--- src/rtl/alu_wb_if.sv ---
// ---------------------------------------------------------------------------
// alu_wb_if
// Handshake bundle between the ALU output, the writeback FIFO and the
// register-file write port.
//
//   in_valid   ALU result valid                (master -> slave)
//   in_ready   writeback stage can accept      (slave  -> master)
//   in_data    ALU result y                    (master -> slave)
//   in_flags   {s,v,n,z,c} produced by the ALU (master -> slave)
//   in_rd      destination register index      (master -> slave)
//   in_setf    load status register on accept  (master -> slave)
//   out_valid  writeback entry available       (slave  -> master)
//   out_ready  register file takes the entry   (master -> slave)
//   out_data   head entry data                 (slave  -> master)
//   out_rd     head entry destination          (slave  -> master)
//
// The master modport is the environment around the stage (ALU on the
// input side, register file on the output side); slave is alu_wb itself.
// ---------------------------------------------------------------------------
interface alu_wb_if #(
    parameter int DATA_W = 16,
    parameter int RD_W   = 4
);
    logic              in_valid;
    logic              in_ready;
    logic [DATA_W-1:0] in_data;
    logic [4:0]        in_flags;
    logic [RD_W-1:0]   in_rd;
    logic              in_setf;
    logic              out_valid;
    logic              out_ready;
    logic [DATA_W-1:0] out_data;
    logic [RD_W-1:0]   out_rd;

    modport master (
        output in_valid, in_data, in_flags, in_rd, in_setf, out_ready,
        input  in_ready, out_valid, out_data, out_rd
    );

    modport slave (
        input  in_valid, in_data, in_flags, in_rd, in_setf, out_ready,
        output in_ready, out_valid, out_data, out_rd
    );
endinterface

--- src/rtl/alu_wb.sv ---
// ---------------------------------------------------------------------------
// alu_wb
// Writeback stage behind the 16-bit ALU. Buffers ALU results and their
// destination indices in a DEPTH-entry FIFO toward the register-file write
// port, keeps the architectural status register {s,v,n,z,c} and evaluates
// the 4-bit branch condition against it.
//
// Ports:
//   clk        clock, all state updates on the rising edge
//   resetn     asynchronous active-low reset
//   bus        alu_wb_if.slave: in_* push side, out_* pop side
//   flush      synchronous FIFO clear (status register untouched)
//   status     committed {s,v,n,z,c}
//   cond       branch condition selector
//   cond_true  selected condition holds on status (combinational)
//   count      FIFO occupancy, 0..DEPTH
//
// Optional feature (macro QN_ALU_WB_BYPASS_EN):
//   defined   - when the FIFO is empty an incoming entry is presented on
//               out_* in the same cycle; if it is taken it never enters
//               the FIFO.
//   undefined - out_valid comes from FIFO state only; push-to-out latency
//               is always one cycle.
// ---------------------------------------------------------------------------
module alu_wb #(
    parameter int DATA_W = 16,
    parameter int DEPTH  = 2,
    parameter int RD_W   = 4
) (
    input  logic                     clk,
    input  logic                     resetn,
    alu_wb_if.slave                  bus,
    input  logic                     flush,
    output logic [4:0]               status,
    input  logic [3:0]               cond,
    output logic                     cond_true,
    output logic [$clog2(DEPTH):0]   count
);

    localparam int PTR_W = $clog2(DEPTH);
    localparam int CNT_W = $clog2(DEPTH) + 1;
    localparam logic [CNT_W-1:0] FULL_CNT = CNT_W'(DEPTH);

    // Branch condition evaluation on a {s,v,n,z,c} flag vector.
    function automatic logic cond_eval(input logic [3:0] sel, input logic [4:0] f);
        logic s, v, n, z, c;
        logic r;
        s = f[4];
        v = f[3];
        n = f[2];
        z = f[1];
        c = f[0];
        case (sel)
            4'h0:    r = 1'b1;
            4'h1:    r = z;
            4'h2:    r = !z;
            4'h3:    r = c;
            4'h4:    r = !c;
            4'h5:    r = n;
            4'h6:    r = !n;
            4'h7:    r = v;
            4'h8:    r = !v;
            4'h9:    r = !z && (n == v);
            4'hA:    r = (n == v);
            4'hB:    r = (n != v);
            4'hC:    r = z || (n != v);
            4'hD:    r = s;
            4'hE:    r = !s;
            default: r = 1'b0;
        endcase
        return r;
    endfunction

    logic [DATA_W-1:0] mem_data [DEPTH];
    logic [RD_W-1:0]   mem_rd   [DEPTH];
    logic [PTR_W-1:0]  wptr;
    logic [PTR_W-1:0]  rptr;

    logic empty;
    logic full;
    logic accept;    // handshake completes on the input side
    logic store;     // accepted entry is written into the FIFO
    logic pop;       // head entry leaves the FIFO
    logic byp_take;  // accepted entry consumed directly by the bypass

    assign empty = (count == '0);
    assign full  = (count == FULL_CNT);

    // in_ready looks at occupancy only, so a full FIFO does not accept in
    // the same cycle it pops.
    assign bus.in_ready = !full;

    // A push coinciding with flush is dropped, including its flag update.
    assign accept = bus.in_valid && !full && !flush;

`ifdef QN_ALU_WB_BYPASS_EN
    logic byp_vld;
    assign byp_vld       = empty && bus.in_valid && !flush;
    assign byp_take      = byp_vld && bus.out_ready;
    assign bus.out_valid = (!empty && !flush) || byp_vld;
    assign bus.out_data  = byp_vld ? bus.in_data : mem_data[rptr];
    assign bus.out_rd    = byp_vld ? bus.in_rd   : mem_rd[rptr];
`else
    assign byp_take      = 1'b0;
    assign bus.out_valid = !empty && !flush;
    assign bus.out_data  = mem_data[rptr];
    assign bus.out_rd    = mem_rd[rptr];
`endif

    assign store = accept && !byp_take;
    assign pop   = !empty && bus.out_ready && !flush;

    assign cond_true = cond_eval(cond, status);

    // FIFO state, storage and status register
    always_ff @(posedge clk or negedge resetn) begin
        if (!resetn) begin
            wptr   <= '0;
            rptr   <= '0;
            count  <= '0;
            status <= '0;
            for (int i = 0; i < DEPTH; i++) begin
                mem_data[i] <= '0;
                mem_rd[i]   <= '0;
            end
        end else begin
            if (flush) begin
                wptr  <= '0;
                rptr  <= '0;
                count <= '0;
            end else begin
                if (store) begin
                    mem_data[wptr] <= bus.in_data;
                    mem_rd[wptr]   <= bus.in_rd;
                    wptr           <= wptr + PTR_W'(1);
                end
                if (pop) begin
                    rptr <= rptr + PTR_W'(1);
                end
                case ({store, pop})
                    2'b10:   count <= count + CNT_W'(1);
                    2'b01:   count <= count - CNT_W'(1);
                    default: count <= count;
                endcase
            end

            // Flags commit at accept time, independent of when the entry pops.
            if (accept && bus.in_setf) begin
                status <= bus.in_flags;
            end
        end
    end

endmodule

--- src/flat_wrapper.sv ---
// flat-port wrapper written by rule: the top's interface ports become plain ports
module alu_wb_flat 
#(
    parameter int DATA_W = 16,
    parameter int DEPTH  = 2,
    parameter int RD_W   = 4
)
  (clk, resetn, flush, status, cond, cond_true, count, bus_in_valid, bus_in_data, bus_in_flags, bus_in_rd, bus_in_setf, bus_out_ready, bus_in_ready, bus_out_valid, bus_out_data, bus_out_rd);
  alu_wb_if #(.DATA_W(DATA_W), .RD_W(RD_W)) bus_i ();
  input  logic clk;
  input  logic resetn;
  input  logic flush;
  output logic [4:0] status;
  input  logic [3:0] cond;
  output logic cond_true;
  output logic [$clog2(DEPTH):0] count;
  input wire logic [$bits(bus_i.in_valid)-1:0] bus_in_valid;
  input wire logic [$bits(bus_i.in_data)-1:0] bus_in_data;
  input wire logic [$bits(bus_i.in_flags)-1:0] bus_in_flags;
  input wire logic [$bits(bus_i.in_rd)-1:0] bus_in_rd;
  input wire logic [$bits(bus_i.in_setf)-1:0] bus_in_setf;
  input wire logic [$bits(bus_i.out_ready)-1:0] bus_out_ready;
  output wire logic [$bits(bus_i.in_ready)-1:0] bus_in_ready;
  output wire logic [$bits(bus_i.out_valid)-1:0] bus_out_valid;
  output wire logic [$bits(bus_i.out_data)-1:0] bus_out_data;
  output wire logic [$bits(bus_i.out_rd)-1:0] bus_out_rd;
  assign bus_i.in_valid = bus_in_valid;
  assign bus_i.in_data = bus_in_data;
  assign bus_i.in_flags = bus_in_flags;
  assign bus_i.in_rd = bus_in_rd;
  assign bus_i.in_setf = bus_in_setf;
  assign bus_i.out_ready = bus_out_ready;
  assign bus_in_ready = bus_i.in_ready;
  assign bus_out_valid = bus_i.out_valid;
  assign bus_out_data = bus_i.out_data;
  assign bus_out_rd = bus_i.out_rd;
  alu_wb #(.DATA_W(DATA_W), .DEPTH(DEPTH), .RD_W(RD_W)) u_core (.clk(clk), .resetn(resetn), .bus(bus_i), .flush(flush), .status(status), .cond(cond), .cond_true(cond_true), .count(count));
endmodule
--- config.mk ---
export PLATFORM = sky130hd
export DESIGN_NAME = alu_wb_flat
export DESIGN_NICKNAME = d
export VERILOG_FILES = /design/src/rtl/alu_wb_if.sv /design/src/rtl/alu_wb.sv /design/src/flat_wrapper.sv
export SDC_FILE = /design/constraint.sdc
export NUM_CORES = 1
export LEC_CHECK = 0
export CORE_ASPECT_RATIO = 0.6
export CORE_MARGIN = 2
export CORE_UTILIZATION = 47
export CTS_CLUSTER_DIAMETER = 80
export CTS_CLUSTER_SIZE = 40
export DETAILED_ROUTE_END_ITERATION = 8
export PLACE_DENSITY = 0.84
export SYNTH_ARGS = -nofsm -noshare
export SYNTH_HDL_FRONTEND = slang
export SYNTH_SLANG_ARGS = --single-unit
--- constraint.sdc ---
create_clock -name clk -period 1.84 [get_ports clk]
set_input_delay 0.184 -clock clk [delete_from_list [all_inputs] [get_ports clk]]
set_output_delay 0.184 -clock clk [all_outputs]
set_load 0.05 [all_outputs]
==> flow_summary_export.csv <==
group,metric,value,unit
detailed_routing,detailedRoute.firstPassIterationCount,4,
placement,gp_congestion,0.800,
detailed_routing,via_count,1604,
cts,clock_tree_from_tritoncts,"yes",
placement,post-place-ws,-0.0303,ns
placement,numPlacedInstances,302,
final_layout,finalNonFillerCells,312,
sta,post-route-worst-setup-slack,-0.259,ns
synth,yosys.area_share.xor_xnor,0.0152,
critical_path,endpoint_kind,"output port",
floorplanning,number_of_standard_cell_rows_in_the_floorplan,19,
sta,setup_viol,1,
pwr,power.combinational.fraction,0.403,
grt,grt_use_total,0.186,
synth,commonest_cells_in_the_synthesized_netlist,"mux2_2 (66), dfrtp_1 (49), nor2_1 (7)",
synth,yosysWarnings,0,
cts,clk_pin_slew,0.09,ns
placement,hpwl,3480,um
critical_path,crit_type,"register to output port",
final_layout,final_util,0.687,
cts,ctsLongestPathBuffers,2,
final_layout,synthToLayoutAreaGrowth,38.7,%
synth,yosysUniqueCellTypes,29,
grt,grt_pass1_wl,7960,um
pwr,netSwitchingFraction,0.354,
critical_path,worst-endpoint-required,1.66,ns
critical_path,worstPathMaxFanout,2,
sta,slew_headroom,0.660,
floorplanning,die_ar,5510,um^2
sta,max_slew.worst_pin.slew,0.508,ns
flow_run,max_cap_viol_count,0,
synth,ys_seq_area_frac,0.531,
detailed_routing,avgRoutedWirePerCell,15.1,um
synth,synth_top_family_by_area,"multiplexers",
synth,post_synth_fa_ha_maj_area_fraction,0,
pwr,power_share_of_the_clock_group,0.198,
hold_path,hold_path.class,"primary input to asynchronous set/reset pin",
final_layout,final_layout_size_suffix_gt1_frac,0.486,
run_status,outcome,"finished, violations left",
synth,syn-instance-count,169,
grt,grt_overflow_total,0,
synth,synthDominantCellAreaShare,0.531,
synth,synthMostInstantiatedCell,"mux2_2",
synth,synth_edf_count,0,
pwr,internal_power,2.44,mW
sta,final.min_clock_period,2.10,ns
cts,clk-insertion-delay-late,0.29,ns
synth,mapped_nets,204,
pwr,power_frac_seq,0.399,
synth,synthMuxAreaShare,0.322,
pwr,leakage_dissipation,1.36,nW
synth,synthesized_area,2310,um^2
sta,hold_viol_final,0,
synth,yosys.area_share.simple,0.0688,
run_status,violations,"negative setup slack",
detailed_routing,post_drt_via_cell_ratio,5.14,
final_layout,insertedDiodeCount,0,
synth,synth_top_area_cells,"dfrtp_1 (53%), mux2_2 (32%), xor2_1 (1.5%)",
cts,clock_tree.htree_level_count,2,
synth,post_synth.cell_area_avg,13.7,um^2
floorplanning,dieWidth,94.5,um
cts,cts_sinks,49,
floorplanning,initial_utilization,0.496,
final_layout,fillCellCount,344,
sta,grt_setup_unrepaired,"yes",
sta,fin_skew,0.00515,ns
floorplanning,io_pins,65,
cts,clock_tree.root_cell,"clkbuf_8",
floorplanning,core_area,4660,um^2
critical_path,r2r.worst_path.cells,6,
grt,grt_start_max_net_pins,21,
pwr,cellPowerDensity,1180,nW/um^2
detailed_routing,drt_iter0_drc,45,
detailed_routing,detail_route.wirelength,4700,um
synth,asyncSetResetFlopFracSynth,1.00,
sta,timing.final.crit_share,1.14,
detailed_routing,route.detailed.drc,0,
synth,synth-seq-cells,49,
cts,numCtsBuffers,5,
sta,fin_setup_tns,-0.259,ns
sta,finalMaxSlewViolations,0,
detailed_routing,route.antenna.remaining_nets,0,
pwr,p_sw,1.34,mW
pwr,post-layout-total-power,3.77,mW
pwr,max-vdd-ir-drop,0.770,mV
final_layout,nNetsFinal,283,
synth,leading_area_contributor_after_synthesis,"dfrtp_1",
synth,synth_compound_area_frac,0.0379,
grt,via_count_of_the_first_global_routing_pass,1666,
floorplanning,die_height,58.3,um
critical_path,setup.worst_path.start_class,"register",
placement,numPortBuffers,64,
critical_path,cp_data_arrival_time,1.92,ns
synth,synth-main-ff-cell,"dfrtp_1",
sta,achievable-frequency,476,MHz
grt,antenna_found_initial,0,
-- kinds of logic (layout without fill, tap and decap cells) --
group / Yosys count / in the layout
xor gates and xnor gates: 4 / 4
DFF: 49 / 49
muxes: 66 / 66
AOI/OAI and AO/OA: 14 / 14
and+or+nand+nor: 26 / 26
buffers and inverters: 10 / 90
-- worst max-delay path, stage by stage (launching register included) --
cell and delay, ns:
dfrtp_2 0.41, xor2_1 0.19, or4b_1 0.47, a211o_1 0.27, nand4_1 0.14, buf_12 0.15
-- worst paths after layout --
kind                                                 start                              end  slack, ns
max                           u_core.status[3]$_DFFE_PN0P_                        cond_true      -0.26
min reg2reg                u_core.mem_data[12]$_DFFE_PN0P_  u_core.mem_data[12]$_DFFE_PN0P_       0.51
max reg2reg                    u_core.count[1]$_DFFE_PN0P_  u_core.mem_data[28]$_DFFE_PN0P_       0.20
min                                                 resetn  u_core.mem_data[18]$_DFFE_PN0P_       0.33
min in group clk                           bus_in_flags[2]     u_core.status[2]$_DFFE_PN0P_       0.51
max in group asynchronous                           resetn          u_core.rptr$_DFFE_PN0P_       0.93
-- registers in the layout, indices dropped and copies added, names as in the netlist --
name,count
u_core.mem_data,32
u_core.rptr,1
u_core.status,5
u_core.wptr,1
u_core.mem_rd,8
u_core.count,2
-- cell usage in the layout, fill, tap and decap left out, types with 2 or more instances in the layout --
master            n
a21oi_1           3
a31oi_1           2
buf_12            3
buf_4            35
clkbuf_8          5
clkdlybuf4s50_1  39
dfrtp_1          45
dfrtp_2           4
mux2_2           66
nand2_1           4
nand2b_1          2
nand3b_1          2
nand4_1           2
nor2_1            7
nor2b_1           2
o21ai_0           4
or4b_1            2
xor2_1            4
-- cell type report --
class / count / area, um^2 / area share
Tap cell: 63 / 78.8 / 0.0246
Clock buffer: 5 / 68.8 / 0.0215
Sequential cell: 49 / 1230 / 0.384
Multi-Input combinational cell: 110 / 1030 / 0.322
Timing Repair Buffer: 80 / 737 / 0.230
Inverter: 2 / 10.0 / 0.00313
Clock inverter: 3 / 46.3 / 0.0145
-- routing by layer --
layer  vias up  wire [um]  track usage
met5         -          0            0
met3         0        213       0.0384
li1        771          -            -
met2        37       2190        0.310
met1       796       2300        0.265
met4         0          0       0.0248
-- repair_timing --
action                                 4_1_cts  5_1_grt
endpoints found under the hold margin       14        0
hold buffers                                 1        0
gates resized for setup                      1        0
setup endpoints to repair                    1        1
buffers inserted                             1        0
-- metrics by stage --
stage | hold slack (ns) | area, um^2
2_1_floorplan | -0.112 | 2320
3_3_place_gp | 0.110 | 3070
3_5_place_dp | 0.112 | 3070
4_1_cts | 0.326 | 3200
5_1_grt | 0.365 | 3200
6_report | 0.327 | 3200
-- power by group through the flow --
stage	Combinational, mW	Sequential, mW	Clock [mW]
detailed placement	1.52	1.52	0
CTS	1.54	1.50	0.777
floorplan	0.976	1.57	0
finish	1.52	1.50	0.747
global placement	1.50	1.51	0
global route	1.61	1.54	0.823
(Power assumes the default switching activity.)
